$ cat config.mk
export PLATFORM = sky130hd
export DESIGN_NAME = sig_bus_initiator
export DESIGN_NICKNAME = d
export VERILOG_FILES = /design/src/rtl/sig_bus_initiator.sv
export SDC_FILE = /design/constraint.sdc
export NUM_CORES = 1
export LEC_CHECK = 0
export ABC_CLOCK_PERIOD_IN_PS = 5450
export BUFFER_PORTS_ARGS = -buffer_cell sky130_fd_sc_hd__buf_2
export CAP_MARGIN = 10
export CELL_PAD_IN_SITES_DETAIL_PLACEMENT = 1
export CELL_PAD_IN_SITES_GLOBAL_PLACEMENT = 1
export CORE_ASPECT_RATIO = 0.9
export CORE_MARGIN = 4
export CORE_UTILIZATION = 36
export DETAILED_ROUTE_END_ITERATION = 6
export PLACE_DENSITY_LB_ADDON = 0.1
export SETUP_SLACK_MARGIN = 0.1
export SLEW_MARGIN = 0
export SYNTH_ARGS = -nofsm -noshare
export SYNTH_HDL_FRONTEND = slang
export SYNTH_SLANG_ARGS = --single-unit
$ cat constraint.sdc
create_clock -name clk -period 5.45 [get_ports clk]
set_input_delay 0.8175 -clock clk [delete_from_list [all_inputs] [get_ports clk]]
set_output_delay 0.8175 -clock clk [all_outputs]
set_load 0.02 [all_outputs]
$ cat src/rtl/sig_bus_initiator.sv
// Initiator for the signal_1..signal_4 interface: one outstanding command, registered outputs.
// Optional reply/request parity is enabled with `define SIG_BUS_INIT_PARITY_EN.
module sig_bus_initiator #(
    parameter int DW      = 32,
    parameter int TO_W    = 8,
    parameter int TIMEOUT = 255
) (
    input  logic            clk,
    input  logic            rst,
    input  logic            cmd_valid,
    output logic            cmd_ready,
    input  logic [3*DW-1:0] cmd_data,
    output logic [DW-1:0]   signal_1,
    output logic [DW-1:0]   signal_2,
    output logic [DW-1:0]   signal_3,
    output logic            req_valid,
    input  logic            req_ready,
    input  logic [DW-1:0]   signal_4,
    input  logic            signal_4_valid,
    output logic            rsp_valid,
    input  logic            rsp_ready,
    output logic [DW-1:0]   rsp_data,
    output logic            rsp_timeout,
`ifdef SIG_BUS_INIT_PARITY_EN
    output logic            req_parity,
    input  logic            signal_4_parity,
    output logic            rsp_perr,
`endif
    output logic [7:0]      stray_cnt
);

    typedef enum logic [1:0] {IDLE, SEND, WAIT, DONE} state_t;

    localparam logic [TO_W-1:0] TO_LAST = TO_W'(TIMEOUT - 1);

    state_t          state_q, state_d;
    logic [TO_W-1:0] timer_q;
    logic            timeout_hit;

    assign timeout_hit = (TIMEOUT != 0) && (timer_q == TO_LAST);

    always_comb begin
        state_d = state_q;
        case (state_q)
            IDLE: if (cmd_ready && cmd_valid) state_d = SEND;
            SEND: if (req_ready) state_d = WAIT;
            WAIT: if (signal_4_valid || timeout_hit) state_d = DONE;
            DONE: if (rsp_ready) state_d = IDLE;
            default: state_d = IDLE;
        endcase
    end

    // Handshake outputs are registered from the next state so they line up with it.
    always_ff @(posedge clk or posedge rst) begin
        if (rst) begin
            state_q     <= IDLE;
            cmd_ready   <= 1'b0;
            req_valid   <= 1'b0;
            rsp_valid   <= 1'b0;
            signal_1    <= '0;
            signal_2    <= '0;
            signal_3    <= '0;
            rsp_data    <= '0;
            rsp_timeout <= 1'b0;
            timer_q     <= '0;
            stray_cnt   <= '0;
`ifdef SIG_BUS_INIT_PARITY_EN
            req_parity  <= 1'b0;
            rsp_perr    <= 1'b0;
`endif
        end else begin
            state_q   <= state_d;
            cmd_ready <= (state_d == IDLE);
            req_valid <= (state_d == SEND);
            rsp_valid <= (state_d == DONE);

            if (state_q == IDLE && state_d == SEND) begin
                signal_1 <= cmd_data[DW-1:0];
                signal_2 <= cmd_data[2*DW-1:DW];
                signal_3 <= cmd_data[3*DW-1:2*DW];
`ifdef SIG_BUS_INIT_PARITY_EN
                req_parity <= ^cmd_data;
`endif
            end

            if (state_q == SEND && req_ready)
                timer_q <= '0;
            else if (state_q == WAIT)
                timer_q <= timer_q + 1'b1;

            if (state_q == WAIT) begin
                if (signal_4_valid) begin
                    rsp_data    <= signal_4;
                    rsp_timeout <= 1'b0;
`ifdef SIG_BUS_INIT_PARITY_EN
                    rsp_perr    <= (signal_4_parity != ^signal_4);
`endif
                end else if (timeout_hit) begin
                    rsp_data    <= '0;
                    rsp_timeout <= 1'b1;
`ifdef SIG_BUS_INIT_PARITY_EN
                    rsp_perr    <= 1'b0;
`endif
                end
            end

            if (signal_4_valid && state_q != WAIT && stray_cnt != 8'hFF)
                stray_cnt <= stray_cnt + 8'd1;
        end
    end

endmodule

==> results.cfg <==
[status]
status = finished, final reports clean

[layout]
final_core_util_pct = 51.2
finalNetCount = 796
n_fill_cell = 1690
drive_above_1_share_pct = 56.3
area_growth_pct = 37.8

[logic_synthesis]
synth_area_um2 = 5800
synth_most_common_cell = dfrtp_1
ys_ff_latch = 150
synth_cells = 382
ys_types = 37
yosys.area.top_type = dfrtp_1
async_reset_ff_share_pct = 100
synthTopCellsByArea = dfrtp_1, mux2_2, mux2_1
syn_nets = 519
ys_seq_area_share_pct = 64.7
syn_area_per_cell_um2 = 15.2
ys_warn_count = 0
synth_edf_count = 0
synth_commonest_cells = dfrtp_1, mux2_2, mux2_1
ys.flop_type = dfrtp_1
synth.top_cell.area_share_pct = 64.7

[clocking]
cts_tree = yes
cts_buffer_depth = 2
cts_buffers = 17
ctsResizeCount = 0
htree_levels = 4
root_buffer = clkbuf_16
clock_sinks = 150
worstSkewPairLatency_ps = 410
clk_pin_slew_worst_paths_ps = 60
cts_setup_buffers = 0
hold_buffers = 0

[timing]
fin_crit_ps = 1890
setup_violations = 0
hold_viol = 0
relSlewSlack_pct = 35.0
worst_pin_slew_ps = 975
finalSetupTns_ps = 0
slew_violations = 0
fin_skew_ps = 6.07
rsz0062_at_grt = false
layout_setup_ws_ps = 3560
final.period_utilization_pct = 34.7
max_freq_mhz = 529

[worst_setup_path]
reg2reg_depth = 3
cp-start-kind = register
required_ps = 4630
endpoint_kind = output port
cp_slowest_cell = dfrtp_1
crit_path_start = stray_cnt[3]
r2r-start = state_q[1]
crit_type = register to output port
crit_fanout = 6
crit_buf_inv = 1
r2r_slack_ps = 3570
crit_family = flip-flops
path_cells = buf_2
cpPeakStageDelay_ps = 450
rr_endpoint = signal_3[31]
worst_ep_arrival_time_ps = 1070

[placement]
port_buffers = 273
post-place-ws_ps = 3060
gp_congestion = 0.780
place_hpwl_mm = 12.2

[die]
die_area_um2 = 18200
fp.dieW_um = 142
die_y_um = 128
rows = 43
fp.coreArea_um2 = 15600
ioPinCount = 274
initial_core_util_pct = 37.2

[run]
drv_cap = 0

[power_and_ir_drop]
p_int_w = 0.00327
combPwrFrac_pct = 39.4
power_w = 0.00528
p_switching_w = 0.00201
p_leak_nw = 4.02
swShare_pct = 38.0
power.density_nw_per_um2 = 661
peakVddDrop_v = 0.000312
pwr-share-clk_pct = 23.6
p_seq_share_pct = 37.0

[grt]
grt_pass1_wl_mm = 25.2
grt_pass1_vias = 4552
grt_max_degree = 111
grt_use_total_pct = 17.8
grt-ovfl-total = 0
antenna_found_initial = 1

[worst_hold_path]
worstHoldPathCells = 1
holdPathEnd = signal_3[14]
hold_path.class = register to register
min_from = signal_3[14]

[detailed_routing]
drt_iter0_markers = 113
antenna_left = 0
routed_via_density = 4.83
firstDrtPassIters = 4
drcViolationCount = 0
routedWlPerCell_um = 18.3
wl_mm = 16.0
dr_total_vias = 4222
-- power by group through the flow --
stage,clock network [W],registers [W],logic (W)
after global routing,0.00134,0.00203,0.00223
after global placement,0,0.00195,0.00207
after floorplan,0,0.00256,0.000734
final,0.00125,0.00196,0.00208
after detailed placement,0,0.00197,0.00211
after CTS,0.00129,0.00196,0.00211
-- through the flow --
step / std cells / area [µm²] / hold slack, ps
floorplan: 382 / 5800 / 458
global placement: 841 / 7330 / 461
detailed placement: 841 / 7330 / 469
CTS: 872 / 7960 / 483
global route: 874 / 7990 / 493
finish: 874 / 7990 / 477
-- metal layers --
layer | track usage, % | vias up | wire length, µm
li1 | - | 1946 | -
met1 | 21.7 | 2096 | 6490
met2 | 30.6 | 166 | 8230
met3 | 5.35 | 14 | 1070
met4 | 5.02 | 0 | 194
met5 | 0 | - | 0
-- worst max-delay path by stage --
stage                         endpoint  slack (ps)  cells after the start
final                     stray_cnt[3]        3560                      1
after global routing      signal_2[28]        3410                      3
after CTS                 rsp_data[13]        3060                      3
after detailed placement  rsp_data[13]        3060                      3
after global placement    signal_1[19]        3160                      3
after floorplan              cmd_ready         600                      1
-- cells by family (layout without fill, tap and decap cells) --
| family | after synthesis | after routing | share of synthesized area (%) |
|---|---|---|---|
| XOR/XNOR | 5 | 5 | 0.755 |
| flip-flops | 150 | 150 | 64.7 |
| adder cells (fa/ha/maj) | 3 | 3 | 0.647 |
| multiplexers | 99 | 99 | 19.3 |
| AO/OA/AOI/OAI | 54 | 54 | 6.99 |
| buffers and inverters | 22 | 311 | 2.52 |
| AND/OR/NAND/NOR | 49 | 49 | 5.05 |
| other | 0 | 1 | 0 |
-- final cells by class --
class | instances | area, µm² | area share, %
flip-flops and latches | 150 | 3750 | 47.0
multi-input cells | 210 | 1900 | 23.8
repair buffers | 277 | 1430 | 17.9
clock buffers | 18 | 439 | 5.50
well taps | 202 | 253 | 3.16
clock inverters | 13 | 194 | 2.43
inverters | 3 | 16.3 | 0.204
diodes | 1 | 2.50 | 0.0313
-- placed cells by master, fill, tap and decap left out, types with 4 or more instances in the layout --
| cell type | netlist | routed |
|---|---|---|
| buf_2 | 12 | 273 |
| dfrtp_1 | 150 | 150 |
| mux2_2 | 58 | 58 |
| mux2_1 | 40 | 40 |
| a22o_1 | 32 | 32 |
| clkbuf_16 | 0 | 17 |
| o21ai_0 | 11 | 11 |
| nand3_1 | 10 | 10 |
| nand2_1 | 10 | 10 |
| nor2_1 | 8 | 8 |
| nand4_1 | 6 | 6 |
| a21oi_1 | 4 | 4 |
| inv_6 | 0 | 4 |
| bufinv_16 | 0 | 4 |
-- flip-flops by register name, summed over array words and instances, names as in the netlist --
register	count
cmd_ready	1
req_valid	1
rsp_data	32
rsp_timeout	1
rsp_valid	1
signal_1	32
signal_2	32
signal_3	32
state_q	2
stray_cnt	8
timer_q	8
No activity file was read; power rests on OpenSTA's default activity.
